### src/rtl/line_pi_ctrl.sv
// rtl/line_pi_ctrl.sv - IR line sensor sequencer with PI steering, forward ramp and motor command outputs
module line_pi_ctrl #(
  parameter int          NUM_PAIRS   = 3,
  parameter int          SETTLE_CYC  = 4095,
  parameter int          GAP_CYC     = 31,
  parameter int          TIMEOUT_CYC = 1023,
  parameter int          INT_DEC     = 4,
  parameter int          FWD_STEP    = 8,
  parameter logic [11:0] FWD_MAX     = 12'h380
) (
  input  logic                 clk,
  input  logic                 rst_n,
  input  logic                 go,
  output logic                 strt_cnv,
  output logic [2:0]           chnnl,
  input  logic                 cnv_cmplt,
  input  logic [11:0]          A2D_res,
  input  logic [13:0]          Pterm,
  input  logic [11:0]          Iterm,
  output logic [NUM_PAIRS-1:0] IR_en,
  output logic [10:0]          lft,
  output logic [10:0]          rht,
  output logic [7:0]           LEDs,
  output logic                 cycle_done,
  output logic                 a2d_err
);

  typedef enum logic [3:0] {
    IDLE, SETTLE, WAIT_R, GAP, WAIT_L, NEXT, INTG, ICMP, PCMP, MOTOR
  } state_t;

  localparam logic [15:0]          SETTLE_LAST  = 16'(SETTLE_CYC - 1);
  localparam logic [15:0]          GAP_LAST     = 16'(GAP_CYC - 1);
  localparam logic [15:0]          TIMEOUT_LAST = 16'(TIMEOUT_CYC - 1);
  localparam logic [1:0]           LAST_K       = 2'(NUM_PAIRS - 1);
  localparam logic [NUM_PAIRS-1:0] IR_FIRST     = NUM_PAIRS'(1);

  state_t                 state_q;
  logic [15:0]            cnt_q;
  logic [1:0]             k_q;
  logic [NUM_PAIRS-1:0]   ir_en_q;
  logic                   strt_cnv_q;
  logic [2:0]             chnnl_q;
  logic                   cycle_done_q;
  logic                   a2d_err_q;
  // 18 bits holds the full weighted sum even with four pairs at full scale
  logic signed [17:0]     accum_q;
  logic signed [11:0]     error_q;
  logic signed [11:0]     intgrl_q;
  logic signed [15:0]     icomp_q;
  logic signed [15:0]     pcomp_q;
  logic [11:0]            fwd_q;
  logic [7:0]             int_cnt_q;
  logic signed [11:0]     lft_reg_q;
  logic signed [11:0]     rht_reg_q;

  // Clamp helpers; callers sign-extend their operand to 27 bits first
  function automatic logic signed [11:0] sat12(input logic signed [26:0] v);
    if (v > 27'sd2047)       return 12'sh7FF;
    else if (v < -27'sd2048) return 12'sh800;
    else                     return v[11:0];
  endfunction

  function automatic logic signed [15:0] sat16(input logic signed [26:0] v);
    if (v > 27'sd32767)       return 16'sh7FFF;
    else if (v < -27'sd32768) return 16'sh8000;
    else                      return v[15:0];
  endfunction

  logic [17:0]        a2d_sh;
  logic signed [17:0] acc_add;
  logic signed [17:0] acc_sub;
  logic [12:0]        fwd_sum;
  logic [11:0]        fwd_nxt;
  logic [7:0]         int_cnt_inc;
  logic signed [12:0] intg_sum;
  logic signed [24:0] iprod;
  logic signed [24:0] ishift;
  logic signed [26:0] pprod;
  logic signed [26:0] pshift;
  logic signed [17:0] fwd_ext;
  logic signed [17:0] rht_sum;
  logic signed [17:0] lft_sum;

  // Datapath arithmetic feeding the registered state updates
  assign a2d_sh      = {6'b0, A2D_res} << k_q;
  assign acc_add     = accum_q + $signed(a2d_sh);
  assign acc_sub     = accum_q - $signed(a2d_sh);
  assign fwd_sum     = {1'b0, fwd_q} + 13'(FWD_STEP);
  assign fwd_nxt     = (fwd_sum > {1'b0, FWD_MAX}) ? FWD_MAX : fwd_sum[11:0];
  assign int_cnt_inc = int_cnt_q + 8'd1;
  assign intg_sum    = 13'(intgrl_q) + 13'(error_q);
  assign iprod       = 25'(intgrl_q) * 25'($signed({1'b0, Iterm}));
  assign ishift      = iprod >>> 12;
  assign pprod       = 27'(error_q) * 27'($signed({1'b0, Pterm}));
  assign pshift      = pprod >>> 12;
  assign fwd_ext     = $signed({6'b0, fwd_q});
  assign rht_sum     = fwd_ext - 18'(pcomp_q) - 18'(icomp_q);
  assign lft_sum     = fwd_ext + 18'(pcomp_q) + 18'(icomp_q);

  // Sequencer and PI loop; go low wipes all loop state on the next edge
  always_ff @(posedge clk or negedge rst_n) begin
    if (!rst_n) begin
      state_q      <= IDLE;
      cnt_q        <= '0;
      k_q          <= '0;
      ir_en_q      <= '0;
      strt_cnv_q   <= 1'b0;
      chnnl_q      <= '0;
      cycle_done_q <= 1'b0;
      a2d_err_q    <= 1'b0;
      accum_q      <= '0;
      error_q      <= '0;
      intgrl_q     <= '0;
      icomp_q      <= '0;
      pcomp_q      <= '0;
      fwd_q        <= '0;
      int_cnt_q    <= '0;
      lft_reg_q    <= '0;
      rht_reg_q    <= '0;
    end else if (!go) begin
      state_q      <= IDLE;
      cnt_q        <= '0;
      k_q          <= '0;
      ir_en_q      <= '0;
      strt_cnv_q   <= 1'b0;
      chnnl_q      <= '0;
      cycle_done_q <= 1'b0;
      a2d_err_q    <= 1'b0;
      accum_q      <= '0;
      error_q      <= '0;
      intgrl_q     <= '0;
      icomp_q      <= '0;
      pcomp_q      <= '0;
      fwd_q        <= '0;
      int_cnt_q    <= '0;
      lft_reg_q    <= '0;
      rht_reg_q    <= '0;
    end else begin
      strt_cnv_q   <= 1'b0;
      cycle_done_q <= 1'b0;
      case (state_q)
        IDLE: begin
          accum_q <= '0;
          k_q     <= '0;
          cnt_q   <= '0;
          // A timed-out loop parks here until go is dropped
          if (!a2d_err_q) begin
            ir_en_q <= IR_FIRST;
            state_q <= SETTLE;
          end
        end
        SETTLE: begin
          if (cnt_q == SETTLE_LAST) begin
            cnt_q      <= '0;
            strt_cnv_q <= 1'b1;
            chnnl_q    <= {k_q, 1'b0};
            state_q    <= WAIT_R;
          end else begin
            cnt_q <= cnt_q + 16'd1;
          end
        end
        WAIT_R: begin
          if (cnv_cmplt) begin
            accum_q <= acc_add;
            cnt_q   <= '0;
            state_q <= GAP;
          end else if (cnt_q == TIMEOUT_LAST) begin
            a2d_err_q <= 1'b1;
            ir_en_q   <= '0;
            cnt_q     <= '0;
            state_q   <= IDLE;
          end else begin
            cnt_q <= cnt_q + 16'd1;
          end
        end
        GAP: begin
          if (cnt_q == GAP_LAST) begin
            cnt_q      <= '0;
            strt_cnv_q <= 1'b1;
            chnnl_q    <= {k_q, 1'b1};
            state_q    <= WAIT_L;
          end else begin
            cnt_q <= cnt_q + 16'd1;
          end
        end
        WAIT_L: begin
          if (cnv_cmplt) begin
            accum_q <= acc_sub;
            cnt_q   <= '0;
            state_q <= NEXT;
          end else if (cnt_q == TIMEOUT_LAST) begin
            a2d_err_q <= 1'b1;
            ir_en_q   <= '0;
            cnt_q     <= '0;
            state_q   <= IDLE;
          end else begin
            cnt_q <= cnt_q + 16'd1;
          end
        end
        NEXT: begin
          // Emitter hands straight over to the next pair so IR_en never glitches to zero mid-scan
          if (k_q == LAST_K) begin
            error_q <= sat12(27'(accum_q));
            ir_en_q <= '0;
            state_q <= INTG;
          end else begin
            k_q     <= k_q + 2'd1;
            ir_en_q <= ir_en_q << 1;
            state_q <= SETTLE;
          end
        end
        INTG: begin
          fwd_q <= fwd_nxt;
          if (int_cnt_inc == 8'(INT_DEC)) begin
            intgrl_q  <= sat12(27'(intg_sum));
            int_cnt_q <= '0;
          end else begin
            int_cnt_q <= int_cnt_inc;
          end
          state_q <= ICMP;
        end
        ICMP: begin
          icomp_q <= sat16(27'(ishift));
          state_q <= PCMP;
        end
        PCMP: begin
          pcomp_q <= sat16(pshift);
          state_q <= MOTOR;
        end
        MOTOR: begin
          rht_reg_q    <= sat12(27'(rht_sum));
          lft_reg_q    <= sat12(27'(lft_sum));
          cycle_done_q <= 1'b1;
          state_q      <= IDLE;
        end
        default: state_q <= IDLE;
      endcase
    end
  end

  assign strt_cnv   = strt_cnv_q;
  assign chnnl      = chnnl_q;
  assign IR_en      = ir_en_q;
  assign cycle_done = cycle_done_q;
  assign a2d_err    = a2d_err_q;
  assign lft        = 11'(lft_reg_q >> 1);
  assign rht        = 11'(rht_reg_q >> 1);
  assign LEDs       = 8'(error_q >> 4);

endmodule

### config.mk
export PLATFORM = sky130hd
export DESIGN_NAME = line_pi_ctrl
export DESIGN_NICKNAME = d
export VERILOG_FILES = /design/src/rtl/line_pi_ctrl.sv
export SDC_FILE = /design/constraint.sdc
export NUM_CORES = 1
export LEC_CHECK = 0
export BUFFER_PORTS_ARGS = -buffer_cell sky130_fd_sc_hd__buf_2
export CAP_MARGIN = 20
export CELL_PAD_IN_SITES_DETAIL_PLACEMENT = 2
export CELL_PAD_IN_SITES_GLOBAL_PLACEMENT = 2
export CORE_ASPECT_RATIO = 1.5
export CORE_UTILIZATION = 25
export CTS_BUF_LIST = sky130_fd_sc_hd__clkbuf_8
export CTS_CLUSTER_SIZE = 10
export DETAILED_ROUTE_END_ITERATION = 10
export GPL_TIMING_DRIVEN = 0
export PLACE_DENSITY = 0.55
export SYNTH_ARGS = -nofsm -noshare
export SYNTH_HDL_FRONTEND = slang
export SYNTH_SLANG_ARGS = --single-unit
### constraint.sdc
create_clock -name clk -period 14.2 [get_ports clk]
set_input_delay 0 -clock clk [delete_from_list [all_inputs] [get_ports clk]]
set_output_delay 0 -clock clk [all_outputs]
set_load 0.03 [all_outputs]
==> flow_summary_export.csv, run 1 <==
group,metric,value,unit
power,p_sw,277,uW
detailed_routing,vias,16600,
worst_setup_path,cp.depth,17,
timing,rsz0062_at_grt,"false",
place,numPortBuffers,80,
clocking,cts_setup_buffers,0,
layout,drive_gt1_frac,0.0650,
timing,setup_tns,0,ns
yosys,synth_top_cell_area_share,0.239,
worst_setup_path,cp_slowest_cell,"dfrtp_1",
place,dp_hpwl,57700,um
yosys,avgSynthCellArea,8.63,um2
run_status,status,"completed",
clocking,clock-sinks,140,
layout,layout_commonest_cell,"inv_1",
worst_setup_path,rrSetupSlack,7.29,ns
floorplanning,io-pin-count,81,
layout,areaGrowthSynthToFinish,11.0,%
floorplanning,initial_core_util,0.252,
yosys,ys_types,83,
worst_setup_path,cp_max_fo,11,
worst_setup_path,critical_path_buf_inv_count,3,
detailed_routing,drtPass1Iterations,6,
worst_setup_path,r2r_cells,17,
floorplanning,core_area,0.0798,mm2
worst_setup_path,cp.required,14.54,ns
timing,fmax,145,MHz
layout,layout_common_cells,"345 x inv_1, 326 x nand2_1, 240 x fa_1",
clocking,insertion_delay,0.51,ns
yosys,async_reset_ff_frac,1.00,
timing,skew,0.0212,ns
global_route,grt_first_pass_wirelength,110000,um
min_path,min_path_type,"input pin to asynchronous set/reset pin",
place,gp_congestion,0.783,
floorplanning,die_height,350,um
power,power_density,41.4,mW/mm2
timing,min_period_over_period,0.486,
timing,worstMarginPinSlew,0.931,ns
worst_setup_path,end_kind,"flip-flop",
timing,slew_headroom,0.379,
clocking,cts_buffer_depth,2,
worst_setup_path,crit_chain,"clkinv_1 -> nor2_1 -> fa_1 -> fa_1 -> fa_1 -> fa_1 -> inv_1 -> fa_1 -> inv_1 -> ha_1 -> o21ai_0 -> o32ai_1 -> o2111ai_1 -> a21oi_1 -> a21o_1 -> mux2i_1 -> o31ai_1",
yosys,synth-seq-cells,140,
timing,setup_viol,0,
clocking,holdBufCountCts,2,
clocking,cts_tree,"done",
yosys,synth.largest_area_cell,"fa_1",
power,pwr-share-seq,0.437,
detailed_routing,routed_via_density,4.78,
power,swShare,0.299,
worst_setup_path,crit_family,"adder cells",
worst_setup_path,critPathLaunchType,"flip-flop",
yosys,netlist_top_cells_area,"fa_1 24%, dfrtp_1 17%, ha_1 14%",
floorplanning,rows,127,
global_route,antenna_found_initial,2,
floorplanning,die-area,0.0817,mm2
timing,post-route-min-period,6.91,ns
detailed_routing,detailedRoute.firstIterationViolations,431,
power,clock_power_share,0.441,
layout,finalCoreUtilization,0.280,
yosys,ys_warn_count,0,
yosys,synth_ff_type,"dfrtp_1",
power,p_int,649,uW
global_route,grt_overflow,0,
run,cap_violations,0,
power,ir_drop,0.0588,mV
yosys,yosysSeqAreaShare,0.174,
detailed_routing,drc,0,
clocking,cts_root_buffer,"clkbuf_8",
yosys,synth_cells,2332,
power,leakage,11.1,nW
clocking,post_cts_resized,0,
timing,slew_violations,0,
yosys,synth-edff-count,0,
timing,final-hold-violation-count,0,
clocking,path_clk_slew,0.09,ns
global_route,grt_pass1_vias,19500,
detailed_routing,drt-total-wl,68500,um
global_route,track_usage,0.175,
worst_setup_path,worstPathArrival,7.24,ns
power,power.share.combinational,0.122,
yosys,synth_nets,2843,
detailed_routing,ant_nets,0,
worst_setup_path,cpPeakStageDelay,0.86,ns
worst_setup_path,worst_path_most_repeated_cell,"fa_1",
layout,final.fill_count,9184,
clocking,cts_inserted_buffers,17,
global_route,grt_max_degree,83,
layout,layout.nets,2946,
clocking,htreeDepth,4,
yosys,syn-cell-area,0.0201,mm2
worst_setup_path,crit_type,"flip-flop to flip-flop",
floorplanning,dieWidth,234,um
detailed_routing,wl_per_cell,19.7,um
==> metrics by stage <==
stage | hold slack, ns | power [mW] | worst slack [ns] | instance area, um2 | cells
2_1_floorplan | -0.296 | 0.474 | 8.68 | 20100 | 2332
6_report | 0.0331 | 0.926 | 7.29 | 22400 | 3481
5_1_grt | 0.0758 | 0.967 | 6.78 | 22400 | 3481
3_5_place_dp | 0.0399 | 0.528 | 7.12 | 21900 | 3446
4_1_cts | 0.0536 | 0.947 | 7.11 | 22400 | 3480
3_3_place_gp | 0.453 | 0.524 | 7.18 | 21800 | 3444
==> registers in the layout (all words and copies together), names as in the netlist <==
register,flops
accum_q,18
k_q,2
pcomp_q,15
a2d_err,1
cycle_done,1
fwd_q,9
error_q,12
strt_cnv,1
state_q,4
int_cnt_q,8
icomp_q,13
rht_reg_q,11
intgrl_q,12
IR_en,3
lft_reg_q,11
chnnl,3
cnt_q,16
==> Yosys cell counts, drive strengths merged (39+ instances only) <==
library cell,instances
nor2,120
xnor2,49
ha,229
nand2,326
o21ai,118
inv,343
dfrtp,140
clkbuf,83
nand3,48
xor2,39
and2,128
fa,240
a21oi,121
==> power by group through the flow <==
stage | registers, mW | logic, mW | clock network (mW)
finish | 0.405 | 0.113 | 0.408
floorplan | 0.413 | 0.0607 | 0
global route | 0.405 | 0.126 | 0.436
detailed placement | 0.413 | 0.116 | 0
global placement | 0.412 | 0.111 | 0
CTS | 0.405 | 0.117 | 0.425
==> path summary, 6_finish.rpt <==
path                                               from                        to
min in group clk                              cnv_cmplt    state_q[0]$_DFFE_PN0P_
worst max register to register  error_q[11]$_DFFE_PN0P_   pcomp_q[12]$_DFFE_PN0P_
worst min-delay path                              rst_n   accum_q[15]$_DFFE_PN0P_
max in group asynchronous                         rst_n  lft_reg_q[9]$_DFFE_PN0P_
worst max-delay path            error_q[11]$_DFFE_PN0P_   pcomp_q[12]$_DFFE_PN0P_
worst min register to register     cnt_q[6]$_DFFE_PN0P_      cnt_q[6]$_DFFE_PN0P_
==> layer usage <==
| metal | routed length (um) | track usage | up-vias |
|---|---|---|---|
| met4 | 1610 | 0.0505 | 0 |
| li1 | - | - | 7800 |
| met5 | 0 | 0 | - |
| met3 | 752 | 0.0129 | 63 |
| met2 | 39600 | 0.354 | 126 |
| met1 | 26500 | 0.188 | 8659 |
==> final cells by class <==
| class | instances | area, um2 | area share |
|---|---|---|---|
| repair buffers | 84 | 463 | 0.0207 |
| well taps | 1032 | 1290 | 0.0578 |
| plain buffers | 100 | 417 | 0.0186 |
| inverters | 346 | 1300 | 0.0581 |
| clock buffers | 18 | 248 | 0.0111 |
| multi-input cells | 1746 | 14900 | 0.667 |
| clock inverters | 14 | 218 | 0.00974 |
| diodes | 1 | 2.50 | 0.000112 |
| flip-flops and latches | 140 | 3500 | 0.157 |
==> cells by family after synthesis <==
group	share of synthesized area
xor+xnor	0.0383
other cells	0.000186
simple gates	0.173
flops	0.174
buf+inv	0.0852
mux	0.0109
compound gates	0.138
fa+ha+maj	0.381
(Power assumes the default switching activity.)
==> run 2: changes to the inputs <==
PLACE_DENSITY = 0.57   (was 0.55)
clock period = 5.6 ns   (was 14.2 ns; I/O delays follow)
==> run 2 against run 1 <==
The flow now finishes with violations (setup timing). Flip-flop and latch count is the same. Clock power grew 100%. Die area is the same. Register-to-register slack lost 7.3 ns. Largest cell class unchanged. Highest routed layer unchanged.
==> flow_summary_export.csv, run 2 (same netlist as run 1, synthesis figures left out) <==
group,metric,value,unit
run_status,status,"complete, but fails checks",
run_status,failed_checks,"setup timing",
layout,layout.nets,3006,
place,gp_congestion,0.798,
worst_setup_path,cp_slowest_cell,"fa_1",
clocking,insertion_delay,0.52,ns
clocking,cts_inserted_buffers,17,
detailed_routing,ant_nets,0,
floorplanning,die-area,0.0817,mm2
detailed_routing,drc,0,
layout,largest_registers,"accum_q: 18 flops, cnt_q: 16 flops, pcomp_q: 15 flops",
clocking,htreeDepth,4,
layout,largest_register_ffs,18,
clocking,cts_root_buffer,"clkbuf_8",
timing,rsz0062_at_grt,"true",
timing,worstMarginPinSlew,0.940,ns
clocking,clock-sinks,140,
timing,slew_headroom,0.373,
detailed_routing,drtPass1Iterations,6,
layout,regMostFlops,"accum_q",
floorplanning,core_area,0.0798,mm2
timing,skew,0.0183,ns
detailed_routing,routed_via_density,4.79,
clocking,cts_tree,"done",
global_route,grt_pass1_vias,19800,
place,post-place-ws,-1.42,ns
layout,drive_gt1_frac,0.132,
place,dp_hpwl,57600,um
floorplanning,die_height,350,um
clocking,cts_buffer_depth,2,
detailed_routing,wl_per_cell,20.2,um
floorplanning,rows,127,
worst_setup_path,cp.required,5.97,ns
detailed_routing,detailedRoute.firstIterationViolations,512,
timing,setup_tns,-0.0672,ns
detailed_routing,vias,17000,
power,ir_drop,0.165,mV
floorplanning,initial_core_util,0.252,
worst_setup_path,end_kind,"flip-flop",
timing,post-route-min-period,5.64,ns
min_path,min_path_type,"input pin to asynchronous set/reset pin",
timing,final-hold-violation-count,0,
run,cap_violations,0,
timing,fin_ws,-0.0366,ns
detailed_routing,drt-total-wl,71400,um
worst_setup_path,cp_max_fo,3,
layout,layout_commonest_cell,"inv_1",
place,numPortBuffers,80,
power,power_density,91.1,mW/mm2
layout,areaGrowthSynthToFinish,16.3,%
global_route,track_usage,0.181,
global_route,antenna_found_initial,1,
layout,regArea,0.00354,mm2
clocking,path_clk_slew,0.10,ns
worst_setup_path,crit_chain,"clkbuf_16 -> and2_4 -> fa_1 -> inv_1 -> fa_1 -> fa_1 -> inv_2 -> fa_1 -> inv_2 -> fa_1 -> inv_2 -> ha_4 -> and2_4 -> and3_4 -> a22oi_2 -> o32ai_4 -> o2111ai_4 -> a21oi_2 -> a21o_1 -> mux2i_1 -> o31ai_2",
timing,slew_violations,0,
layout,layout_common_cells,"339 x inv_1, 323 x nand2_1, 230 x fa_1",
worst_setup_path,critPathLaunchType,"flip-flop",
timing,min_period_over_period,1.01,
floorplanning,dieWidth,234,um
floorplanning,io-pin-count,81,
layout,multiInputGateArea,0.0153,mm2
power,power,2.13,mW
worst_setup_path,worst_path_most_repeated_cell,"fa_1",
timing,fmax,177,MHz
power,leakage,11.5,nW
worst_setup_path,worstPathArrival,6.01,ns
global_route,grt_overflow,0,
layout,final.fill_count,9103,
global_route,grt_max_degree,102,
timing,setup_viol,2,
worst_setup_path,crit_type,"flip-flop to flip-flop",
global_route,grt_first_pass_wirelength,113000,um
layout,finalCoreUtilization,0.294,
worst_setup_path,cpPeakStageDelay,0.54,ns
-- run 2: cell types whose count changed in the layout (fill, tap and decap cells not counted), moves of 11 or more --
cell      delta
buf_4       +53
dfrtp_1     -23
clkbuf_1    -22
dfrtp_2     +18
a21oi_1     -11
-- run 2: area by class of cell --
| type | instances | share of cell area |
|---|---|---|
| diodes | 1 | 0.000107 |
| inverters | 346 | 0.0559 |
| well taps | 1032 | 0.0551 |
| multi-input cells | 1746 | 0.654 |
| plain buffers | 99 | 0.0269 |
| clock inverters | 12 | 0.00320 |
| repair buffers | 145 | 0.0420 |
| flip-flops and latches | 140 | 0.151 |
| clock buffers | 19 | 0.0112 |
-- run 2: critical path: cells and delay by family (launching register included) --
family | cells | cell delay, ns
fa+ha+maj | 6 | 2.78
compound gates | 6 | 1.15
flops | 1 | 0.48
simple gates | 3 | 0.47
buf+inv | 5 | 0.36
mux | 1 | 0.24
-- run 2: what timing repair did --
item	CTS	global route
endpoints found under the hold margin	141	0
pin swaps	40	30
gates resized for setup	147	49
setup buffers	46	15
endpoints found under the setup margin	28	20
hold buffers	3	0
-- run 2: power breakdown --
group	total [mW]	internal, mW	switching, mW	leakage [nW]
logic	0.292	0.0840	0.208	9.40
registers	1.03	1.02	0.00761	1.91
clock network	0.817	0.322	0.495	0.167
total	2.13	1.42	0.710	11.5
-- run 2: metal layers --
layer,vias up,wire length [um],global-route usage
met5,-,0,0
met4,0,1860,0.0563
met3,77,910,0.0128
met2,146,41900,0.370
met1,8828,26700,0.189
li1,7918,-,-
-- run 2: stage by stage --
stage	hold WS (ns)	cell area, um2	cells
detailed placement	-0.0832	21900	3446
global route	0.0700	23400	3540
global placement	0.457	21800	3444
finish	0.0457	23400	3540
CTS	0.0208	23100	3526
floorplan	-0.296	20100	2332
-- run 2: final timing paths --
check	from	to	slack, ns	depth (start not counted)
min in group clk	cnv_cmplt	state_q[0]$_DFFE_PN0P_	0.11	5
hold / removal	rst_n	accum_q[16]$_DFFE_PN0P_	0.05	3
setup reg to reg	error_q[1]$_DFFE_PN0P_	pcomp_q[12]$_DFFE_PN0P_	-0.04	21
max in group asynchronous	rst_n	rht_reg_q[11]$_DFFE_PN0P_	4.97	3
hold reg to reg	lft_reg_q[11]$_DFFE_PN0P_	lft_reg_q[11]$_DFFE_PN0P_	0.51	2
setup / recovery	error_q[1]$_DFFE_PN0P_	pcomp_q[12]$_DFFE_PN0P_	-0.04	21
==> run 3: changes to the inputs <==
CORE_UTILIZATION = 37   (was 25)
PLACE_DENSITY = not set   (was 0.57)
PLACE_DENSITY_LB_ADDON = 0.1   (was not set)
==> run 3 against run 2 <==
The run ends with DRC, setup timing left. Critical path depth unchanged. Sequential share of layout area up 0.25 points. Total power up 3.3%. Wire length down 4.8%. Clock power up 9.1%. First-iteration DRC count down 2.3%. Clock skew up 0.0094 ns. Worst setup slack better by 0.026 ns. Design area down 1.9%. Clock-buffer cell count down 1. Global-route usage up 7.3 points. Flip-flop and latch count unchanged. Critical path type unchanged. Critical endpoint unchanged. Largest power group unchanged. Highest routed layer unchanged.
==> flow_summary_export.csv, run 3 (same netlist as run 1, synthesis figures left out) <==
group,metric,value,unit
run_status,status,"complete, but fails checks",
run_status,failed_checks,"DRC, setup timing",
timing,slew_headroom,0.351,
detailed_routing,detailedRoute.firstIterationViolations,500,
worst_setup_path,crit_chain,"buf_8 -> and2_4 -> fa_1 -> inv_2 -> fa_1 -> fa_1 -> inv_2 -> fa_1 -> inv_1 -> fa_1 -> inv_2 -> ha_4 -> and2_4 -> and3_4 -> a22oi_2 -> o32ai_4 -> o2111ai_4 -> a21oi_2 -> a21o_1 -> mux2i_2 -> o31ai_1",
floorplanning,rows,104,
detailed_routing,wl_per_cell,21.3,um
place,numPortBuffers,80,
timing,worstMarginPinSlew,0.973,ns
timing,setup_viol,1,
layout,largest_registers,"accum_q: 18 flops, cnt_q: 16 flops, pcomp_q: 15 flops",
clocking,cts_root_buffer,"clkbuf_8",
timing,final-hold-violation-count,0,
power,power_density,95.9,mW/mm2
layout,layout_commonest_cell,"inv_1",
run,cap_violations,0,
global_route,grt.busiest_layer,"met2",
floorplanning,die-area,0.0554,mm2
worst_setup_path,cp_max_fo,3,
floorplanning,dieWidth,192,um
power,leakage,11.5,nW
detailed_routing,drtPass1Iterations,7,
layout,drive_gt1_frac,0.131,
detailed_routing,drc,6,
layout,areaGrowthSynthToFinish,14.1,%
timing,fin_ws,-0.0102,ns
power,ir_drop,0.237,mV
worst_setup_path,end_kind,"flip-flop",
worst_setup_path,worstPathArrival,5.97,ns
timing,setup_tns,-0.0102,ns
layout,regMostFlops,"accum_q",
detailed_routing,ant_nets,0,
place,dp_hpwl,54900,um
clocking,cts_tree,"done",
detailed_routing,drt-total-wl,68000,um
clocking,cts_inserted_buffers,17,
worst_setup_path,worst_path_most_repeated_cell,"fa_1",
layout,layout.nets,3003,
worst_setup_path,crit_type,"flip-flop to flip-flop",
floorplanning,io-pin-count,81,
timing,skew,0.0277,ns
timing,rsz0062_at_grt,"true",
place,gp_congestion,0.837,
timing,min_period_over_period,1.00,
timing,fmax,178,MHz
floorplanning,die_height,288,um
worst_setup_path,critical_path_buf_inv_count,5,
global_route,grtUsageMet2,0.486,
global_route,antenna_found_initial,2,
clocking,path_clk_slew,0.10,ns
clocking,insertion_delay,0.51,ns
min_path,min_path_type,"input pin to flip-flop",
layout,layout_common_cells,"336 x inv_1, 321 x nand2_1, 233 x fa_1",
global_route,track_usage,0.254,
global_route,grt_pass1_vias,19900,
global_route,grt_max_degree,92,
clocking,htreeDepth,4,
floorplanning,initial_core_util,0.375,
detailed_routing,vias,17100,
worst_setup_path,cp_slowest_cell,"fa_1",
global_route,grt_overflow,0,
clocking,clock-sinks,140,
detailed_routing,routed_via_density,5.36,
global_route,use_met3,0.0227,
worst_setup_path,critPathLaunchType,"flip-flop",
worst_setup_path,cpPeakStageDelay,0.54,ns
timing,post-route-min-period,5.61,ns
layout,largest_register_ffs,18,
worst_setup_path,crit_family,"adder cells",
global_route,grt_first_pass_wirelength,108000,um
floorplanning,core_area,0.0537,mm2
layout,final.fill_count,6064,
worst_setup_path,cp.required,5.96,ns
clocking,cts_buffer_depth,2,
timing,slew_violations,0,
global_route,grt_use_met1,0.279,
layout,finalCoreUtilization,0.428,
-- run 3: changes by cell type in the layout (fill, tap and decap cells not counted), moves of 4 or more --
cell / before / now
clkinv_2: 5 / 1
dfrtp_2: 18 / 23
dfrtp_4: 5 / 1
inv_6: 1 / 5
-- run 3: path summary, 6_finish.rpt --
| check | startpoint | endpoint | slack [ns] | cells after the start |
|---|---|---|---|---|
| hold / removal | A2D_res[0] | accum_q[0]$_DFFE_PN0P_ | 0.11 | 5 |
| setup reg to reg | error_q[1]$_DFFE_PN0P_ | pcomp_q[12]$_DFFE_PN0P_ | -0.01 | 21 |
| hold reg to reg | lft_reg_q[11]$_DFFE_PN0P_ | lft_reg_q[11]$_DFFE_PN0P_ | 0.51 | 2 |
| setup / recovery | error_q[1]$_DFFE_PN0P_ | pcomp_q[12]$_DFFE_PN0P_ | -0.01 | 21 |
| min in group asynchronous | rst_n | accum_q[12]$_DFFE_PN0P_ | 0.51 | 3 |
| max in group asynchronous | rst_n | cnt_q[8]$_DFFE_PN0P_ | 3.82 | 4 |
-- run 3: repair_timing --
action,CTS,global route
pin swaps,35,45
resized for setup,131,47
hold buffers,4,0
setup endpoints to repair,27,21
buffers inserted,37,23
endpoints found under the hold margin,134,0
-- run 3: worst register-to-register path, delay by kind of cell (launching register included) --
family / cells / cell delay [ns]
adders and majority gates: 6 / 2.83
buffers and inverters: 5 / 0.33
DFF: 1 / 0.45
AOI/OAI and AO/OA: 6 / 1.13
muxes: 1 / 0.28
and+or+nand+nor: 3 / 0.44
-- run 3: metal layers --
| metal | share of wire | wire, um |
|---|---|---|
| met4 | 0.039 | 2640 |
| met1 | 0.39 | 26300 |
| met2 | 0.55 | 37700 |
| met3 | 0.021 | 1420 |
| met5 | 0 | 0 |
-- run 3: stage by stage --
step | std cells | cell area, um2 | worst slack, ns | hold slack, ns | power, mW
final | 3195 | 23000 | -0.0102 | 0.114 | 2.20
after detailed placement | 3103 | 21400 | -1.45 | 0.00942 | 1.33
after global routing | 3195 | 23000 | -0.185 | 0.123 | 2.29
after floorplan | 2332 | 20100 | 0.0757 | -0.296 | 1.20
after CTS | 3173 | 22700 | -0.0429 | 0.0589 | 2.24
after global placement | 3101 | 21400 | -1.35 | 0.487 | 1.32
-- run 3: area by class of cell --
type	instances	area [um2]	area share
diodes	1	2.50	0.000109
plain buffers	96	614	0.0267
clock buffers	18	248	0.0108
clock inverters	14	145	0.00631
inverters	346	1310	0.0572
multi-input cells	1746	15300	0.665
flip-flops and latches	140	3540	0.154
well taps	689	862	0.0375
repair buffers	145	973	0.0424
-- run 3: power by group --
| part | internal (mW) | switching (mW) | total (mW) |
|---|---|---|---|
| Combinational | 0.0831 | 0.205 | 0.288 |
| Sequential | 1.02 | 0.00779 | 1.03 |
| Clock | 0.379 | 0.512 | 0.891 |
| Total | 1.48 | 0.725 | 2.20 |
